--- src/rtl/key_inject_sched_if.sv ---
// Injection request channel for key_inject_sched.
// master: the block issuing synthetic key requests.
// slave: key_inject_sched itself.
interface key_inject_sched_if;
  logic       inj_valid;  // request valid
  logic       inj_ready;  // FIFO not full
  logic [7:0] inj_code;   // scancode to inject
  logic       inj_ext;    // extended flag for inj_code
  logic       inj_shift;  // wrap the key in a left-shift press/release
  logic       inj_flush;  // drop queued requests, finish current key

  modport master (
    output inj_valid,
    output inj_code,
    output inj_ext,
    output inj_shift,
    output inj_flush,
    input  inj_ready
  );

  modport slave (
    input  inj_valid,
    input  inj_code,
    input  inj_ext,
    input  inj_shift,
    input  inj_flush,
    output inj_ready
  );
endinterface

--- src/rtl/key_inject_sched.sv ---
// key_inject_sched: merges live PS/2 host events with queued synthetic key
// presses. Each injected key is pressed, held for HOLD_CYCLES, released,
// then followed by GAP_CYCLES of quiet. Host events always win a cycle.
// Event format on host_key/out_key: [7:0] code, [8] ext, [9] pressed,
// [10] toggles once per event.
// Build option: define KEY_INJ_SHIFT_EN to honour inj_shift (left-shift
// 0x12 wrapped around the key); otherwise inj_shift is ignored.
module key_inject_sched #(
  parameter int unsigned HOLD_CYCLES = 1000000,
  parameter int unsigned GAP_CYCLES  = 500000
) (
  input  logic               clk_sys,
  input  logic               reset_n,
  input  logic [10:0]        host_key,
  key_inject_sched_if.slave  inj,
  output logic [10:0]        out_key,
  output logic               busy
);

  localparam logic [23:0] HOLD_LD  = 24'(HOLD_CYCLES);
  localparam logic [23:0] GAP_LD   = 24'(GAP_CYCLES);
  localparam logic [7:0]  LSHIFT   = 8'h12;

`ifdef KEY_INJ_SHIFT_EN
  localparam int unsigned FW = 10;  // {shift, ext, code}
`else
  localparam int unsigned FW = 9;   // {ext, code}
`endif

  typedef enum logic [2:0] {
    IDLE,
    SHDN,
    KDN,
    HOLD,
    KUP,
    SHUP,
    GAP
  } state_t;

  // ---------------------------------------------------------------------
  // Request FIFO (8 entries)
  // ---------------------------------------------------------------------
  logic [FW-1:0] fifo_mem [8];
  logic [2:0]    wr_ptr;
  logic [2:0]    rd_ptr;
  logic [3:0]    count;
  logic          fifo_full;
  logic          fifo_empty;
  logic          push;
  logic          pop;
  logic [FW-1:0] wr_data;
  logic [FW-1:0] head;

  assign fifo_full     = (count == 4'd8);
  assign fifo_empty    = (count == 4'd0);
  assign inj.inj_ready = ~fifo_full;
  // A flush in the same cycle discards the incoming request as well.
  assign push          = inj.inj_valid & ~fifo_full & ~inj.inj_flush;
  assign head          = fifo_mem[rd_ptr];

`ifdef KEY_INJ_SHIFT_EN
  assign wr_data = {inj.inj_shift, inj.inj_ext, inj.inj_code};
`else
  logic unused_shift;
  assign unused_shift = inj.inj_shift;
  assign wr_data      = {inj.inj_ext, inj.inj_code};
`endif

  // FIFO storage write; contents need no reset, the pointers qualify them.
  always_ff @(posedge clk_sys) begin
    if (push) begin
      fifo_mem[wr_ptr] <= wr_data;
    end
  end

  // FIFO pointers and occupancy; flush empties the queue immediately.
  always_ff @(posedge clk_sys or negedge reset_n) begin
    if (!reset_n) begin
      wr_ptr <= '0;
      rd_ptr <= '0;
      count  <= '0;
    end else if (inj.inj_flush) begin
      wr_ptr <= '0;
      rd_ptr <= '0;
      count  <= '0;
    end else begin
      if (push) begin
        wr_ptr <= wr_ptr + 3'd1;
      end
      if (pop) begin
        rd_ptr <= rd_ptr + 3'd1;
      end
      case ({push, pop})
        2'b10:   count <= count + 4'd1;
        2'b01:   count <= count - 4'd1;
        default: count <= count;
      endcase
    end
  end

  // ---------------------------------------------------------------------
  // Host event detection
  // ---------------------------------------------------------------------
  logic host_tgl_q;
  logic host_primed;
  logic host_evt;

  // Track host toggle bit; the first cycle after reset only primes the copy.
  always_ff @(posedge clk_sys or negedge reset_n) begin
    if (!reset_n) begin
      host_tgl_q  <= 1'b0;
      host_primed <= 1'b0;
    end else begin
      host_tgl_q  <= host_key[10];
      host_primed <= 1'b1;
    end
  end

  assign host_evt = host_primed & (host_key[10] ^ host_tgl_q);

  // ---------------------------------------------------------------------
  // Injection FSM
  // ---------------------------------------------------------------------
  state_t      state;
  state_t      state_nxt;
  logic [23:0] timer;
  logic [23:0] timer_nxt;
  logic [7:0]  lat_code;
  logic        lat_ext;
`ifdef KEY_INJ_SHIFT_EN
  logic        lat_shift;
`endif

  logic        emit_en;
  logic        emit_pressed;
  logic        emit_ext;
  logic [7:0]  emit_code;

  // State, timer and latched request registers.
  always_ff @(posedge clk_sys or negedge reset_n) begin
    if (!reset_n) begin
      state     <= IDLE;
      timer     <= '0;
      lat_code  <= '0;
      lat_ext   <= 1'b0;
`ifdef KEY_INJ_SHIFT_EN
      lat_shift <= 1'b0;
`endif
    end else begin
      state <= state_nxt;
      timer <= timer_nxt;
      if (pop) begin
        lat_code  <= head[7:0];
        lat_ext   <= head[8];
`ifdef KEY_INJ_SHIFT_EN
        lat_shift <= head[9];
`endif
      end
    end
  end

  // Next-state, timer and emit decode. A host event freezes the FSM for the
  // cycle; a flush while a press may be outstanding jumps straight to KUP
  // (that jump emits nothing, so it does not need to wait for the host).
  always_comb begin
    state_nxt    = state;
    timer_nxt    = timer;
    pop          = 1'b0;
    emit_en      = 1'b0;
    emit_pressed = 1'b0;
    emit_ext     = 1'b0;
    emit_code    = '0;

    if (inj.inj_flush && (state == SHDN || state == KDN || state == HOLD)) begin
      state_nxt = KUP;
      timer_nxt = '0;
    end else if (!host_evt) begin
      case (state)
        IDLE: begin
          // The head is discarded by a flush, so never pop alongside one.
          if (!fifo_empty && !inj.inj_flush) begin
            pop = 1'b1;
`ifdef KEY_INJ_SHIFT_EN
            state_nxt = head[9] ? SHDN : KDN;
`else
            state_nxt = KDN;
`endif
          end
        end
        SHDN: begin
          emit_en      = 1'b1;
          emit_pressed = 1'b1;
          emit_code    = LSHIFT;
          state_nxt    = KDN;
        end
        KDN: begin
          emit_en      = 1'b1;
          emit_pressed = 1'b1;
          emit_ext     = lat_ext;
          emit_code    = lat_code;
          timer_nxt    = HOLD_LD;
          state_nxt    = HOLD;
        end
        HOLD: begin
          if (timer <= 24'd1) begin
            timer_nxt = '0;
            state_nxt = KUP;
          end else begin
            timer_nxt = timer - 24'd1;
          end
        end
        KUP: begin
          emit_en   = 1'b1;
          emit_ext  = lat_ext;
          emit_code = lat_code;
`ifdef KEY_INJ_SHIFT_EN
          if (lat_shift) begin
            state_nxt = SHUP;
          end else begin
            state_nxt = GAP;
            timer_nxt = GAP_LD;
          end
`else
          state_nxt = GAP;
          timer_nxt = GAP_LD;
`endif
        end
        SHUP: begin
          emit_en   = 1'b1;
          emit_code = LSHIFT;
          state_nxt = GAP;
          timer_nxt = GAP_LD;
        end
        GAP: begin
          if (timer <= 24'd1) begin
            timer_nxt = '0;
            state_nxt = IDLE;
          end else begin
            timer_nxt = timer - 24'd1;
          end
        end
        default: begin
          state_nxt = IDLE;
          timer_nxt = '0;
        end
      endcase
    end
  end

  // ---------------------------------------------------------------------
  // Merged output stream
  // ---------------------------------------------------------------------
  // Host events are forwarded first; injected events fill the other cycles.
  always_ff @(posedge clk_sys or negedge reset_n) begin
    if (!reset_n) begin
      out_key <= '0;
    end else if (host_evt) begin
      out_key <= {~out_key[10], host_key[9:0]};
    end else if (emit_en) begin
      out_key <= {~out_key[10], emit_pressed, emit_ext, emit_code};
    end
  end

  assign busy = ~fifo_empty | (state != IDLE);

endmodule

--- src/flat_wrapper.sv ---
// flat-port wrapper written by rule: the top's interface ports become plain ports
module key_inject_sched_flat 
#(
  parameter int unsigned HOLD_CYCLES = 1000000,
  parameter int unsigned GAP_CYCLES  = 500000
)
  (clk_sys, reset_n, host_key, out_key, busy, inj_inj_valid, inj_inj_code, inj_inj_ext, inj_inj_shift, inj_inj_flush, inj_inj_ready);
  key_inject_sched_if inj_i ();
  input  logic clk_sys;
  input  logic reset_n;
  input  logic [10:0] host_key;
  output logic [10:0] out_key;
  output logic busy;
  input wire logic [$bits(inj_i.inj_valid)-1:0] inj_inj_valid;
  input wire logic [$bits(inj_i.inj_code)-1:0] inj_inj_code;
  input wire logic [$bits(inj_i.inj_ext)-1:0] inj_inj_ext;
  input wire logic [$bits(inj_i.inj_shift)-1:0] inj_inj_shift;
  input wire logic [$bits(inj_i.inj_flush)-1:0] inj_inj_flush;
  output wire logic [$bits(inj_i.inj_ready)-1:0] inj_inj_ready;
  assign inj_i.inj_valid = inj_inj_valid;
  assign inj_i.inj_code = inj_inj_code;
  assign inj_i.inj_ext = inj_inj_ext;
  assign inj_i.inj_shift = inj_inj_shift;
  assign inj_i.inj_flush = inj_inj_flush;
  assign inj_inj_ready = inj_i.inj_ready;
  key_inject_sched #(.HOLD_CYCLES(HOLD_CYCLES), .GAP_CYCLES(GAP_CYCLES)) u_core (.clk_sys(clk_sys), .reset_n(reset_n), .host_key(host_key), .inj(inj_i), .out_key(out_key), .busy(busy));
endmodule
--- config.mk ---
export PLATFORM = sky130hd
export DESIGN_NAME = key_inject_sched_flat
export DESIGN_NICKNAME = d
export VERILOG_FILES = /design/src/rtl/key_inject_sched_if.sv /design/src/rtl/key_inject_sched.sv /design/src/flat_wrapper.sv
export SDC_FILE = /design/constraint.sdc
export NUM_CORES = 1
export LEC_CHECK = 0
export BUFFER_PORTS_ARGS = -buffer_cell sky130_fd_sc_hd__buf_4
export CAP_MARGIN = 20
export CORE_MARGIN = 1.5
export CORE_UTILIZATION = 30
export DETAILED_ROUTE_END_ITERATION = 8
export PLACE_DENSITY = 0.41
export SLEW_MARGIN = 0
export SYNTH_ARGS = -nofsm -noshare
export SYNTH_HDL_FRONTEND = slang
export SYNTH_SLANG_ARGS = --single-unit
--- constraint.sdc ---
create_clock -name clk_sys -period 3.7 [get_ports clk_sys]
set_input_delay 0.185 -clock clk_sys [delete_from_list [all_inputs] [get_ports clk_sys]]
set_output_delay 0.185 -clock clk_sys [all_outputs]
set_load 0.03 [all_outputs]
### Word-level counts from Yosys, hierarchy flattened

Memories as Yosys holds them, arrays and structs flattened. A register that Yosys moved wholly into a read port is not among the register bits.
Index checks and enable logic that the tools add are counted.

* RAM bits: 72
* memories kept: 1
* output and inout port bits: 13
* register bits: 50

* eq/ne operators: 14
* muxes and demuxes: 33
* bitwise operators: 9
* order comparisons: 1
* reduce and logical (&&, ||, !) cells: 23
* $add $sub $neg: 5

Memory list
* u_core.fifo_mem: depth 8, width 9, read ports 1, clocked after memory_dff 1, wr ports 1, line key_inject_sched.sv:43 `logic [FW-1:0] fifo_mem [8];`

Operators by type and width (number)
* one-hot mux 24 bit (4 select lines): 1
* two-way mux 24 bit: 3
* two-way mux 3 bit: 9
* <= comparator 24 x 1 -> 1 bit, second input constant: 1
* subtractor 24 x 1 -> 24 bit, second input constant: 1
* two-way mux 11 bit: 2
* one-hot mux 3 bit (6 select lines): 1
* one-hot mux 8 bit (2 select lines): 1
* two-way mux 1 bit: 13
* OR reduction 2 bit: 6
* equality test 3 bit, second input constant: 3
* two-way mux 8 bit: 1
* one-hot mux 4 bit (2 select lines): 1
* adder 3 x 1 -> 3 bit, second input constant: 2
* equality test 3 x 2 -> 1 bit, second input constant: 2
* != test 3 x 1 -> 1 bit, second input constant: 2
* nonzero test 2 bit: 3
* nonzero test 3 bit: 2
* adder 4 x 1 -> 4 bit, second input constant: 1
* equality test 4 bit, second input constant: 1
* logical NOT 4 bit: 1
* two-way mux 4 bit: 1
* NOT 1 bit: 4
* AND reduction 4 bit: 1
* other kinds (16): 22

### Logic depth before layout (Yosys ltp)

Gate-level depths: netlist of run 1.

* depth after elaboration: 10
* gate-level depth with buffers: 12
* mapped depth without buffers: 11

### Worst setup path before layout of run 1

OpenSTA, ideal clock, no wires.

* path kind: register to register
* from: register u_core.count[0]
* to: register u_core.count[3]
* library setup time: 0.132 ns
* path buffers: 1
* slack: 0.956 ns
* arrival time: 2.613 ns
* stages on the path, launching flop included: 12
* cell sequence: dfrtp_1 -> or4b_2 -> clkbuf_1 -> nand2_2 -> and2_1 -> ha_1 -> a21o_1 -> a21oi_1 -> nand2_1 -> mux2i_1 -> xnor2_1 -> nor2_1

* elaborated cells between the ends (all ways): 18
* classes of those cells: add/sub (2); eq/ne (3); mux (6); bitwise (3); reduce/logical (4)

RTL lines
* from (decl): line key_inject_sched.sv:46 `logic [3:0] count;`
* from (signal assigned): line key_inject_sched.sv:94 `2'b10: count <= count + 4'd1;`
* from (signal assigned): line key_inject_sched.sv:95 `2'b01: count <= count - 4'd1;`
* from (signal assigned): line key_inject_sched.sv:96 `default: count <= count;`
* equality test 4 bit *: line key_inject_sched.sv:54 `assign fifo_full = (count == 4'd8);`
* NOT 1 bit *
* net inj_inj_ready: line flat_wrapper.sv:19 `output wire logic [$bits(inj_i.inj_ready)-1:0] inj_inj_ready;`
* bitwise AND 1 bit * (2 in a row): line key_inject_sched.sv:58 `assign push = inj.inj_valid & ~fifo_full & ~inj.inj_flush;`
* equality test 2 x 1 -> 1 bit or equality test 2 bit (tied branches): line key_inject_sched.sv:93 `case ({push, pop})`
* one-hot mux 4 bit (2 select lines): line key_inject_sched.sv:93
* two-way mux 4 bit: line key_inject_sched.sv:82 `end else if (inj.inj_flush) begin`

Mark *: on every way through the listed nets, which the timed path passes. The rest lies on a longest branch.
A chain may end at the register's enable or synchronous reset.

### Worst setup path after layout of run 1

* from: register u_core.state[2]
* to: register u_core.count[3]

* longest elaborated chain between the ends: 8
* elaborated cells between the ends (all ways): 15
* classes of those cells: eq/ne (5); mux (5); reduce/logical (5)

Ends and longest elaborated chain
* from (decl): line key_inject_sched.sv:124 `state_t state;`
* from (signal assigned): line key_inject_sched.sv:150 `state <= state_nxt;`
* equality test 3 x 1 -> 1 bit or equality test 3 x 2 -> 1 bit (tied branches): line key_inject_sched.sv:174 `if (inj.inj_flush && (state == SHDN || state == KDN || state == HOLD)) begin`
* logical OR 1 bit (2 in a row): line key_inject_sched.sv:174
* logical AND 1 bit: line key_inject_sched.sv:174
* two-way mux 1 bit *: line key_inject_sched.sv:174
* equality test 2 x 1 -> 1 bit or equality test 2 bit (tied branches): line key_inject_sched.sv:93
* one-hot mux 4 bit (2 select lines): line key_inject_sched.sv:93
* two-way mux 4 bit: line key_inject_sched.sv:82

Mark *: on every way between the ends. The rest lies on a longest branch, timed or not.

==> results of run 1 <==
[final timing paths]
check | endpoint | slack, ns | cells after the start
worst min register to register | u_core.out_key[10] | 0.47 | 1
worst max register to register | u_core.count[3] | 0.96 | 11
worst max-delay path | u_core.count[3] | 0.96 | 11
max in group asynchronous | u_core.out_key[3] | 2.79 | 2
worst min-delay path | u_core.out_key[8] | 0.02 | 3
min in group asynchronous | u_core.timer[10] | 0.40 | 2
[routing by layer]
layer / wire length, µm / up-vias / part of all wire / GRT usage
li1: - / 1948 / - / -
met1: 6470 / 2050 / 0.45 / 0.184
met2: 7340 / 67 / 0.51 / 0.256
met3: 394 / 24 / 0.027 / 0.0354
met4: 267 / 0 / 0.018 / 0.0585
met5: 0 / - / 0 / 0
[registers in the layout, summed over array words and instances, names as in the netlist, 3 cells and up]
| signal | count |
|---|---|
| u_core.count | 4 |
| u_core.fifo_mem | 72 |
| u_core.lat_code | 8 |
| u_core.out_key | 11 |
| u_core.rd_ptr | 3 |
| u_core.state | 3 |
| u_core.timer | 24 |
| u_core.wr_ptr | 3 |
[final cells by class]
type,count,area (µm²),area share
tap,265,332,0.0447
clock inverter,15,154,0.0208
timing repair buffer,72,586,0.0790
clock buffer,17,425,0.0574
multi-input combinational,313,2230,0.301
inverter,12,45.0,0.00608
sequential,131,3640,0.491
[cell families (layout without fill, tap and decap cells)]
group           after synthesis  count (layout)  share of synthesized area
simple gates                153             153                      0.132
flops                       131             131                      0.605
compound gates              105             105                      0.110
buf+inv                      37             116                     0.0247
mux                          31              31                     0.0890
xor+xnor                     15              15                     0.0218
fa+ha+maj                     8               8                     0.0175
other cells                   1               1                   0.000623
[worst max-delay path, stage by stage, from the launching register on]
cell and delay, ns:
dfrtp_1 0.54, nor3_1 0.38, inv_1 0.20, nor4_4 0.26
and2_1 0.25, ha_1 0.24, a21o_1 0.16, a21oi_1 0.18
nand2_1 0.07, mux2i_1 0.17, xnor2_1 0.13, nor2_1 0.05
[synth_stat cells, drive strengths merged (5+ instances only)]
library cell / count / area [µm²]
nand2: 26 / 100
xnor2: 5 / 43.8
dfrtp: 59 / 1480
mux4: 18 / 405
ha: 6 / 75.1
clkbuf: 15 / 56.3
a222oi: 7 / 70.1
nor3: 18 / 101
edfxtp: 72 / 2160
inv: 12 / 45.0
a31oi: 5 / 31.3
nor2: 61 / 229
xor2: 10 / 87.6
a21oi: 29 / 149
o21ai: 38 / 190
o211ai: 7 / 57.6
nor4: 10 / 92.6
mux2i: 13 / 130
buf: 10 / 47.6
or2: 5 / 31.3
nand3: 7 / 35.0
[report_power, final]
| group | internal, mW | switching, mW |
|---|---|---|
| combinational | 0.629 | 0.999 |
| sequential | 1.77 | 0.225 |
| clock | 0.903 | 0.739 |
[layout by cell type, fill, tap and decap left out, types with 6 or more instances in the layout]
master / count
edfxtp_1: 72
nor2_1: 61
dfrtp_1: 59
buf_4: 54
o21ai_0: 36
a21oi_1: 28
nand2_1: 25
mux4_2: 18
dlygate4sd3_1: 18
nor3_1: 17
clkbuf_16: 17
mux2i_1: 13
inv_1: 12
xor2_1: 10
nor4_1: 8
a222oi_1: 7
nand3_1: 7
inv_8: 7
o211ai_1: 6
ha_1: 6
[through the flow]
stage | setup WS [ns] | cells | hold WS [ns] | util | area (µm²)
after floorplan | 0.956 | 481 | -0.111 | - | 6020
after global placement | 0.944 | 775 | 0.311 | 0.340 | 6650
after detailed placement | 0.922 | 775 | 0.313 | 0.340 | 6650
after CTS | 0.901 | 825 | 0.00273 | 0.378 | 7410
after global routing | 0.701 | 825 | 0.0189 | 0.378 | 7410
final | 0.964 | 825 | 0.0163 | 0.378 | 7410
==> results by group, run 1 <==
Outcome
  • Status: complete, no violations

Floorplan
  • Die area: 20,900 µm²
  • I/O Pins: 38
  • Chip height: 145 µm
  • Row count: 51
  • Initial Util: 0.307
  • Die X: 145 µm
  • Core box area: 19,600 µm²

Placement
  • DP HPWL: 9410 µm
  • GP Congestion: 0.754
  • PortBufs: 36

Hold path
  • Hold crit path type: input pin to flop
  • Hold wc startpoint: host_key[8]

Worst setup path
  • Crit Path Class: flop to flop
  • Launch point of the worst reg-to-reg path: u_core.state[2]
  • Critical path endpoint category: flop
  • WP data arrival: 3.04 ns
  • Crit path launch type: flop
  • Crit path required time: 4.00 ns
  • Crit path max fanout: 14
  • CP Launch Point: u_core.state[2]

Route
  • Final WL: 14,500 µm
  • DR iter-0 viols: 216
  • First-pass DRT Iterations: 5
  • Final ANT Viol Nets: 0
  • DRC errors left: 0
  • Drt via density: 4.96
  • Routed via count: 4,089
  • Mean routed wirelength per cell: 17.5 µm

Logic synthesis
  • Synthesized area: 6020 µm²
  • Count of cell types in the netlist: 59
  • Register area share after synthesis: 0.605
  • Asr flop ratio synth: 0.450
  • Register bit total from synthesis: 131
  • Post-synthesis cell count: 481
  • Synth warn: 0
  • Top FF cell, synth: edfxtp_1
  • Number of enable flip-flop cells after synthesis: 72
  • Avg Inst Size Synth: 12.5 µm²
  • Post-Syn Nets: 513

Clock network
  • Post-CTS sizing: 0
  • Setup bufs post-CTS: 0
  • CTS root buf: clkbuf_16
  • Clk sinks: 131
  • Cts hold-fix bufs: 18
  • Clock Latency Late Sink: 0.42 ns
  • CTS Buffer Depth: 2
  • CTS Buf Count: 17
  • CTS H-tree lvls: 4
  • CTS clk-pin slew, worst paths: 0.06 ns
  • CTS tree: built

Flow run
  • Max-Cap Viols: 0

Timing
  • Worst-Margin Slew: 0.977 ns
  • Pins over their slew limit: 0
  • Skew final: 0.00908 ns
  • RSZ-0062 raised after global routing: no
  • Period utilization: 0.739
  • # setup viols final: 0
  • Highest Clock Rate: 365 MHz
  • Slew margin rel.: 0.348
  • Final Hold Viols: 0
  • Crit path time final: 2.74 ns
  • Setup TNS: 0 ns

Power
  • Leakage power: 2.82 nW
  • Worst vdd ir: 0.268 mV
  • Design Power: 5.27 mW
  • Power density over the cells: 711 nW/µm²

Layout
  • Area growth from synthesis to layout: 23.1%
  • Final nets: 579
  • Antenna diodes: 0
  • Fill count: 1,927
  • Share of cells above drive strength 1: 0.218

Global route
  • Largest net degree at the start of global routing: 60
  • Vias in the first global route: 4,188
  • Aggregate global-route resource usage: 0.150
  • GR Overflow Total: 0
  • Antenna violations before repair: 0
  • First-pass GRT wire length: 23,100 µm
No activity file was read; power rests on OpenSTA's default activity.
==> inputs of run 2 (changes only) <==
--- a/config.mk
+++ b/config.mk
@@ -5,12 +5,13 @@
 export SDC_FILE = /design/constraint.sdc
 export NUM_CORES = 1
 export LEC_CHECK = 0
+export ABC_AREA = 1
 export BUFFER_PORTS_ARGS = -buffer_cell sky130_fd_sc_hd__buf_4
 export CAP_MARGIN = 20
 export CORE_MARGIN = 1.5
 export CORE_UTILIZATION = 30
 export DETAILED_ROUTE_END_ITERATION = 8
-export PLACE_DENSITY = 0.41
+export PLACE_DENSITY = 0.43
 export SLEW_MARGIN = 0
 export SYNTH_ARGS = -nofsm -noshare
 export SYNTH_HDL_FRONTEND = slang
==> constraint.sdc (replaced) <==
create_clock -name clk_sys -period 2.35 [get_ports clk_sys]
set_input_delay 0.1175 -clock clk_sys [delete_from_list [all_inputs] [get_ports clk_sys]]
set_output_delay 0.1175 -clock clk_sys [all_outputs]
set_load 0.03 [all_outputs]
==> results by group, run 2 <==
Outcome
  • Status: complete, no violations (unchanged)

Clock network
  • CTS tree: built (unchanged)
  • CTS H-tree lvls: 4 (unchanged)
  • Clk sinks: 131 (unchanged)
  • CTS Buffer Depth: 2 (unchanged)
  • Clock Latency Late Sink: 0.42 ns (about the same)
  • CTS clk-pin slew, worst paths: 0.07 ns (was 0.06 ns)
  • CTS root buf: clkbuf_16 (unchanged)
  • CTS Buf Count: 17 (unchanged)
  • Setup bufs post-CTS: 0 (unchanged)

Placement
  • Placed Area: 6820 µm² (was 6650 µm²)
  • GP Congestion: 0.812 (was 0.754)
  • DP HPWL: 10,600 µm (was 9410 µm)
  • PortBufs: 36 (unchanged)
  • Placed insts: 985 (was 775)

Floorplan
  • Die area: 21,400 µm² (was 20,900 µm²)
  • Initial Util: 0.305 (was 0.307)
  • Die X: 146 µm (was 145 µm)
  • I/O Pins: 38 (unchanged)
  • Row count: 52 (was 51)
  • Chip height: 146 µm (was 145 µm)
  • Core box area: 20,200 µm² (was 19,600 µm²)

Logic synthesis
  • Avg Inst Size Synth: 9.10 µm² (was 12.5 µm²)
  • Register area share after synthesis: 0.591 (was 0.605)
  • Synthesized area: 6150 µm² (was 6020 µm²)
  • Number of enable flip-flop cells after synthesis: 72 (unchanged)
  • Synth area leader: edfxtp_1 (unchanged)
  • Top FF cell, synth: edfxtp_1 (unchanged)
  • Register bit total from synthesis: 131 (unchanged)
  • Synth warn: 0 (unchanged)
  • Post-Syn Nets: 708 (was 513)
  • Post-synthesis cell count: 676 (was 481)
  • Count of cell types in the netlist: 37 (was 59)
  • Most numerous cell in the Yosys netlist: nand2_1 (was edfxtp_1)
  • Post-synth top area share: 0.351 (was 0.359)
  • Area contributors post-synth: edfxtp_1, dfrtp_1, nand2_1 (was edfxtp_1, dfrtp_1, mux4_2)
  • Commonest cells post-synth: nand2_1, nor2_1, edfxtp_1, o21ai_0, dfrtp_1 (was edfxtp_1, nor2_1, dfrtp_1, o21ai_0, a21oi_1)
  • Asr flop ratio synth: 0.450 (unchanged)

Route
  • Drt via density: 4.56 (was 4.96)
  • Final WL: 15,400 µm (was 14,500 µm)
  • Routed via count: 4,738 (was 4,089)
  • DRC errors left: 0 (unchanged)
  • Mean routed wirelength per cell: 14.8 µm (was 17.5 µm)
  • Final ANT Viol Nets: 0 (unchanged)
  • First-pass DRT Iterations: 5 (unchanged)
  • DR iter-0 viols: 241 (was 216)

Layout
  • Commonest non-fill, non-tap cell in the layout: nand2_1 (was edfxtp_1)
  • Post-layout util: 0.380 (was 0.378)
  • Regs by FF count: u_core.fifo_mem (72), u_core.timer (24), u_core.out_key (11) (unchanged)
  • Area of the multi-input gates: 2230 µm² (about the same)
  • Share of cells above drive strength 1: 0.142 (was 0.218)
  • Biggest register: u_core.fifo_mem (unchanged)
  • Max reg flops: 72 (unchanged)
  • Area growth from synthesis to layout: 24.5% (was 23.1%)
  • Non-Filler Instances: 1,039 (was 825)
  • Antenna diodes: 0 (unchanged)
  • Commonest cells after routing, fill and taps aside: nand2_1, nor2_1, edfxtp_1 (was edfxtp_1, nor2_1, dfrtp_1)
  • Design area: 7660 µm² (was 7410 µm²)
  • Fill count: 2,024 (was 1,927)
  • Final nets: 788 (was 579)
  • Sequential Area: 3640 µm² (unchanged)

Worst setup path
  • Delay-heaviest family, CP: simple AND/OR/NAND/NOR gates (unchanged)
  • CP Launch Point: u_core.count[0] (was u_core.state[2])
  • WP data arrival: 2.46 ns (was 3.04 ns)
  • Launch point of the worst reg-to-reg path: u_core.count[0] (was u_core.state[2])
  • Cells along the critical path: nor2_2, nand3_1, nand3_1, nand3_1, inv_2, ha_1, a21oi_1, nand2_1, xor2_1, xnor2_1, nand2_1, nand2_1 (was nor3_1, inv_1, nor4_4, and2_1, ha_1, a21o_1, a21oi_1, nand2_1, mux2i_1, xnor2_1, nor2_1)
  • CP max stage cell: dfrtp_1 (unchanged)
  • Crit Path Class: flop to flop (unchanged)
  • Critical path endpoint category: flop (unchanged)
  • R2R setup slack: 0.25 ns (was 0.96 ns)
  • Crit path required time: 2.71 ns (was 4.00 ns)
  • Crit path launch type: flop (unchanged)
  • CP bufs+invs: 1 (unchanged)
  • Worst path max stage delay: 0.44 ns (was 0.54 ns)
  • Crit path max fanout: 5 (was 14)

Power
  • Leakage power: 3.33 nW (was 2.82 nW)
  • Power density over the cells: 1240 nW/µm² (was 711 nW/µm²)
  • Worst vdd ir: 0.518 mV (was 0.268 mV)

Global route
  • First-pass GRT wire length: 25,200 µm (was 23,100 µm)
  • Largest net degree at the start of global routing: 60 (unchanged)
  • Antenna violations before repair: 0 (unchanged)
  • GR Overflow Total: 0 (unchanged)
  • Vias in the first global route: 4,835 (was 4,188)
  • Aggregate global-route resource usage: 0.154 (was 0.150)

Timing
  • Final Hold Viols: 0 (unchanged)
  • Highest Clock Rate: 476 MHz (was 365 MHz)
  • Period utilization: 0.894 (was 0.739)
  • Pins over their slew limit: 0 (unchanged)
  • Skew final: 0.0143 ns (was 0.00908 ns)
  • Worst-Margin Slew: 0.772 ns (was 0.977 ns)
  • Slew margin rel.: 0.485 (was 0.348)
  • Crit path time final: 2.10 ns (was 2.74 ns)
  • Setup TNS: 0 ns (unchanged)
  • RSZ-0062 raised after global routing: no (unchanged)
  • # setup viols final: 0 (unchanged)

Flow run
  • Max-Cap Viols: 0 (unchanged)

Hold path
  • Hold crit path type: input pin to flop (unchanged)
  • Hold wc startpoint: inj_inj_flush (was host_key[8])
run 2: cell count changes in the layout (fill, tap and decap cells not counted), sizes merged, moves of 18 or more:
| cell | before | now |
|---|---|---|
| nand2 | 26 | 172 |
| nor2 | 61 | 139 |
| a21oi | 29 | 11 |
| nand3 | 7 | 26 |
| o21ai | 38 | 69 |
| mux4 | 18 | 0 |
| inv | 23 | 57 |
run 2: final cells by class:
cell class / instances / area share
flip-flops and latches: 131 / 0.475
clock buffers: 17 / 0.0555
inverters: 50 / 0.0245
well taps: 270 / 0.0441
repair buffers: 79 / 0.0846
multi-input cells: 477 / 0.292
clock inverters: 15 / 0.0243
run 2: through the flow:
step,power [mW],hold WS (ns),worst slack [ns]
after global placement,6.77,0.245,0.226
after CTS,9.58,0.0543,0.143
after global routing,10.2,0.0928,0.0219
after detailed placement,6.79,0.249,0.159
final,9.47,0.0837,0.249
after floorplan,5.73,-0.178,0.0828
run 2: final timing paths:
path,to,cells past startpoint
max in group asynchronous,u_core.rd_ptr[1],2
worst min register to register,u_core.out_key[10],1
worst max-delay path,u_core.count[3],12
min in group asynchronous,u_core.host_tgl_q,2
worst max register to register,u_core.count[3],12
worst min-delay path,u_core.state[0],4
run 2: worst min-delay path, stage by stage:
cell     delay [ns]
buf_4          0.12
nor2_1         0.08
nand2_1        0.07
nand2_1        0.06
run 2: repair_timing:
item,CTS,global route
hold endpoints to repair,143,0
resized for setup,0,2
hold buffers,22,0
endpoints found under the setup margin,0,1
run 2: kinds of logic (layout without fill, tap and decap cells):
logic type               Yosys count  in the layout  synth area share
adder cells (fa/ha/maj)            7              7            0.0155
flip-flops                       131            131             0.591
other                              1              1          0.000609
buffers and inverters             68            161            0.0460
AO/OA/AOI/OAI                    103            103            0.0913
AND/OR/NAND/NOR                  352            352             0.235
XOR/XNOR                          14             14            0.0199
run 2: metal layers:
layer | GRT usage | vias up | part of all wire
li1 | - | 2402 | -
met1 | 0.197 | 2241 | 0.47
met2 | 0.260 | 84 | 0.48
met3 | 0.0369 | 11 | 0.033
met4 | 0.0434 | 0 | 0.011
met5 | 0 | - | 0
run 2: power by group:
group / switching [mW] / total [mW] / internal [mW] / leakage, nW
Combinational: 2.33 / 3.56 / 1.23 / 1.63
Clock: 1.18 / 2.71 / 1.53 / 0.297
Sequential: 0.347 / 3.20 / 2.85 / 1.40
Total: 3.85 / 9.47 / 5.61 / 3.33
==> inputs of run 3 (changes only) <==
--- a/config.mk
+++ b/config.mk
@@ -5,7 +5,6 @@
 export SDC_FILE = /design/constraint.sdc
 export NUM_CORES = 1
 export LEC_CHECK = 0
-export ABC_AREA = 1
 export BUFFER_PORTS_ARGS = -buffer_cell sky130_fd_sc_hd__buf_4
 export CAP_MARGIN = 20
 export CORE_MARGIN = 1.5
==> results by group, run 3 (synthesis results as in run 1) <==
Layout
  • Final nets: 612 (was 788)
  • Commonest non-fill, non-tap cell in the layout: buf_4 (was nand2_1)
  • Biggest register: u_core.fifo_mem (unchanged)
  • Non-Filler Instances: 858 (was 1,039)
  • Max reg flops: 72 (unchanged)
  • Design area: 7770 µm² (was 7660 µm²)
  • Post-layout util: 0.397 (was 0.380)
  • Share of cells above drive strength 1: 0.268 (was 0.142)
  • Commonest cells after routing, fill and taps aside: buf_4, edfxtp_1, nor2_1, dfrtp_1, o21ai_0 (was nand2_1, nor2_1, edfxtp_1)
  • Area growth from synthesis to layout: 29.2% (was 24.5%)
  • Regs by FF count: u_core.fifo_mem (72), u_core.timer (24), u_core.out_key (11) (unchanged)
  • Antenna diodes: 0 (unchanged)

Power
  • Comb pwr share: 0.336 (was 0.376)
  • Internal: 5.58 mW (was 5.61 mW)
  • Switching power of the nets: 3.19 mW (was 3.85 mW)
  • Switching share of power: 0.364 (was 0.407)
  • Power density over the cells: 1130 nW/µm² (was 1240 nW/µm²)
  • Leakage power: 3.00 nW (was 3.33 nW)
  • Clock network fraction of design power: 0.310 (was 0.286)
  • Design Power: 8.77 mW (was 9.47 mW)
  • Worst vdd ir: 0.443 mV (was 0.518 mV)
  • Sequential Power Share: 0.353 (was 0.338)

Timing
  • Worst-Margin Slew: 0.789 ns (was 0.772 ns)
  • Final setup margin: 0.0445 ns (was 0.249 ns)
  • Highest Clock Rate: 434 MHz (was 476 MHz)
  • # setup viols final: 0 (unchanged)
  • Skew final: 0.00885 ns (was 0.0143 ns)
  • Hold WS: 0.0600 ns (was 0.0837 ns)
  • Setup TNS: 0 ns (unchanged)
  • Period utilization: 0.981 (was 0.894)
  • Pins over their slew limit: 0 (unchanged)
  • Final Hold Viols: 0 (unchanged)
  • Slew margin rel.: 0.470 (was 0.485)
  • Crit path time final: 2.31 ns (was 2.10 ns)
  • RSZ-0062 raised after global routing: yes (was no)

Placement
  • Placed Area: 6890 µm² (was 6820 µm²)
  • Pre-CTS setup slack: 0.0143 ns (was 0.159 ns)
  • DP HPWL: 9720 µm (was 10,600 µm)
  • Placed insts: 798 (was 985)
  • GP Congestion: 0.752 (was 0.812)
  • PortBufs: 36 (unchanged)

Clock network
  • CTS clk-pin slew, worst paths: 0.06 ns (was 0.07 ns)
  • CTS H-tree lvls: 4 (unchanged)
  • Clock Latency Late Sink: 0.43 ns (was 0.42 ns)
  • CTS Buf Count: 17 (unchanged)
  • Clk sinks: 131 (unchanged)
  • CTS Buffer Depth: 2 (unchanged)
  • CTS tree: built (unchanged)
  • CTS root buf: clkbuf_16 (unchanged)

Worst setup path
  • WP data arrival: 2.62 ns (was 2.46 ns)
  • Critical path endpoint category: flop (unchanged)
  • Crit path required time: 2.67 ns (was 2.71 ns)
  • Launch point of the worst reg-to-reg path: u_core.count[1] (was u_core.count[0])
  • Crit path max fanout: 7 (was 5)
  • CP Launch Point: u_core.count[1] (was u_core.count[0])
  • Crit Path Class: flop to flop (unchanged)
  • Crit path launch type: flop (unchanged)

Global route
  • Vias in the first global route: 4,259 (was 4,835)
  • Largest net degree at the start of global routing: 60 (unchanged)
  • Antenna violations before repair: 0 (unchanged)
  • GR Overflow Total: 0 (unchanged)
  • Aggregate global-route resource usage: 0.154 (about the same)
  • First-pass GRT wire length: 23,700 µm (was 25,200 µm)

Hold path
  • Hold crit path type: input pin to flop (unchanged)
  • Hold wc startpoint: inj_inj_flush (unchanged)

Floorplan
  • Core box area: 19,600 µm² (was 20,200 µm²)
  • I/O Pins: 38 (unchanged)
  • Initial Util: 0.307 (was 0.305)
  • Die X: 145 µm (was 146 µm)
  • Chip height: 145 µm (was 146 µm)
  • Row count: 51 (was 52)
  • Die area: 20,900 µm² (was 21,400 µm²)

Route
  • Routed via count: 4,205 (was 4,738)
  • First-pass DRT Iterations: 6 (was 5)
  • Final ANT Viol Nets: 0 (unchanged)
  • Mean routed wirelength per cell: 17.4 µm (was 14.8 µm)
  • Final WL: 14,900 µm (was 15,400 µm)
  • DRC errors left: 0 (unchanged)
  • Drt via density: 4.90 (was 4.56)
  • DR iter-0 viols: 289 (was 241)

Flow run
  • Max-Cap Viols: 0 (unchanged)

Outcome
  • Status: complete, no violations (unchanged)
==> run 3: final cells by class <==
type                    count  area, µm²
clock buffers              17        425
clock inverters            15        180
fillers                  1856      11800
inverters                  12       45.0
multi-input cells         313       2280
flip-flops and latches    131       3640
well taps                 265        332
repair buffers            105        868
==> run 3: final timing paths <==
| path | to | slack [ns] | depth (start not counted) |
|---|---|---|---|
| hold / removal | u_core.state[2] | 0.06 | 3 |
| setup reg to reg | u_core.count[3] | 0.04 | 10 |
| min in group asynchronous | u_core.timer[11] | 0.30 | 2 |
| max in group asynchronous | u_core.rd_ptr[0] | 1.50 | 2 |
| hold reg to reg | u_core.out_key[4] | 0.47 | 2 |
| setup / recovery | u_core.count[3] | 0.04 | 10 |
==> run 3: layer usage <==
| metal | routed length, µm | part of all wire | global-route usage | up-vias |
|---|---|---|---|---|
| li1 | - | - | - | 2004 |
| met1 | 7070 | 0.48 | 0.205 | 2111 |
| met2 | 7170 | 0.48 | 0.247 | 76 |
| met3 | 445 | 0.030 | 0.0364 | 14 |
| met4 | 200 | 0.013 | 0.0526 | 0 |
| met5 | 0 | 0 | 0 | - |
==> run 3: timing repair <==
action                                  CTS  global route
pin swaps                                 0             7
hold buffers                             22             0
gates resized for setup                   0             4
buffers inserted                          1             4
endpoints found under the hold margin   143             0
endpoints found under the setup margin    1             2
==> run 3: critical path: stages (launching register included) <==
cell and delay, ns:
dfrtp_1 0.40, or4b_4 0.59, nand2_8 0.12, and2_4 0.17, ha_4 0.19, a21o_1 0.16
a21oi_2 0.15, nand2_1 0.06, mux2i_1 0.16, xnor2_1 0.14, nor2_1 0.06
==> run 3: power by group through the flow <==
stage / registers, mW / clock network [mW] / logic, mW
5_1_grt: 3.15 / 2.89 / 3.29
4_1_cts: 3.10 / 2.77 / 2.96
3_5_place_dp: 3.14 / 0 / 2.92
6_report: 3.10 / 2.72 / 2.95
2_1_floorplan: 3.26 / 0 / 1.68
3_3_place_gp: 3.13 / 0 / 2.89
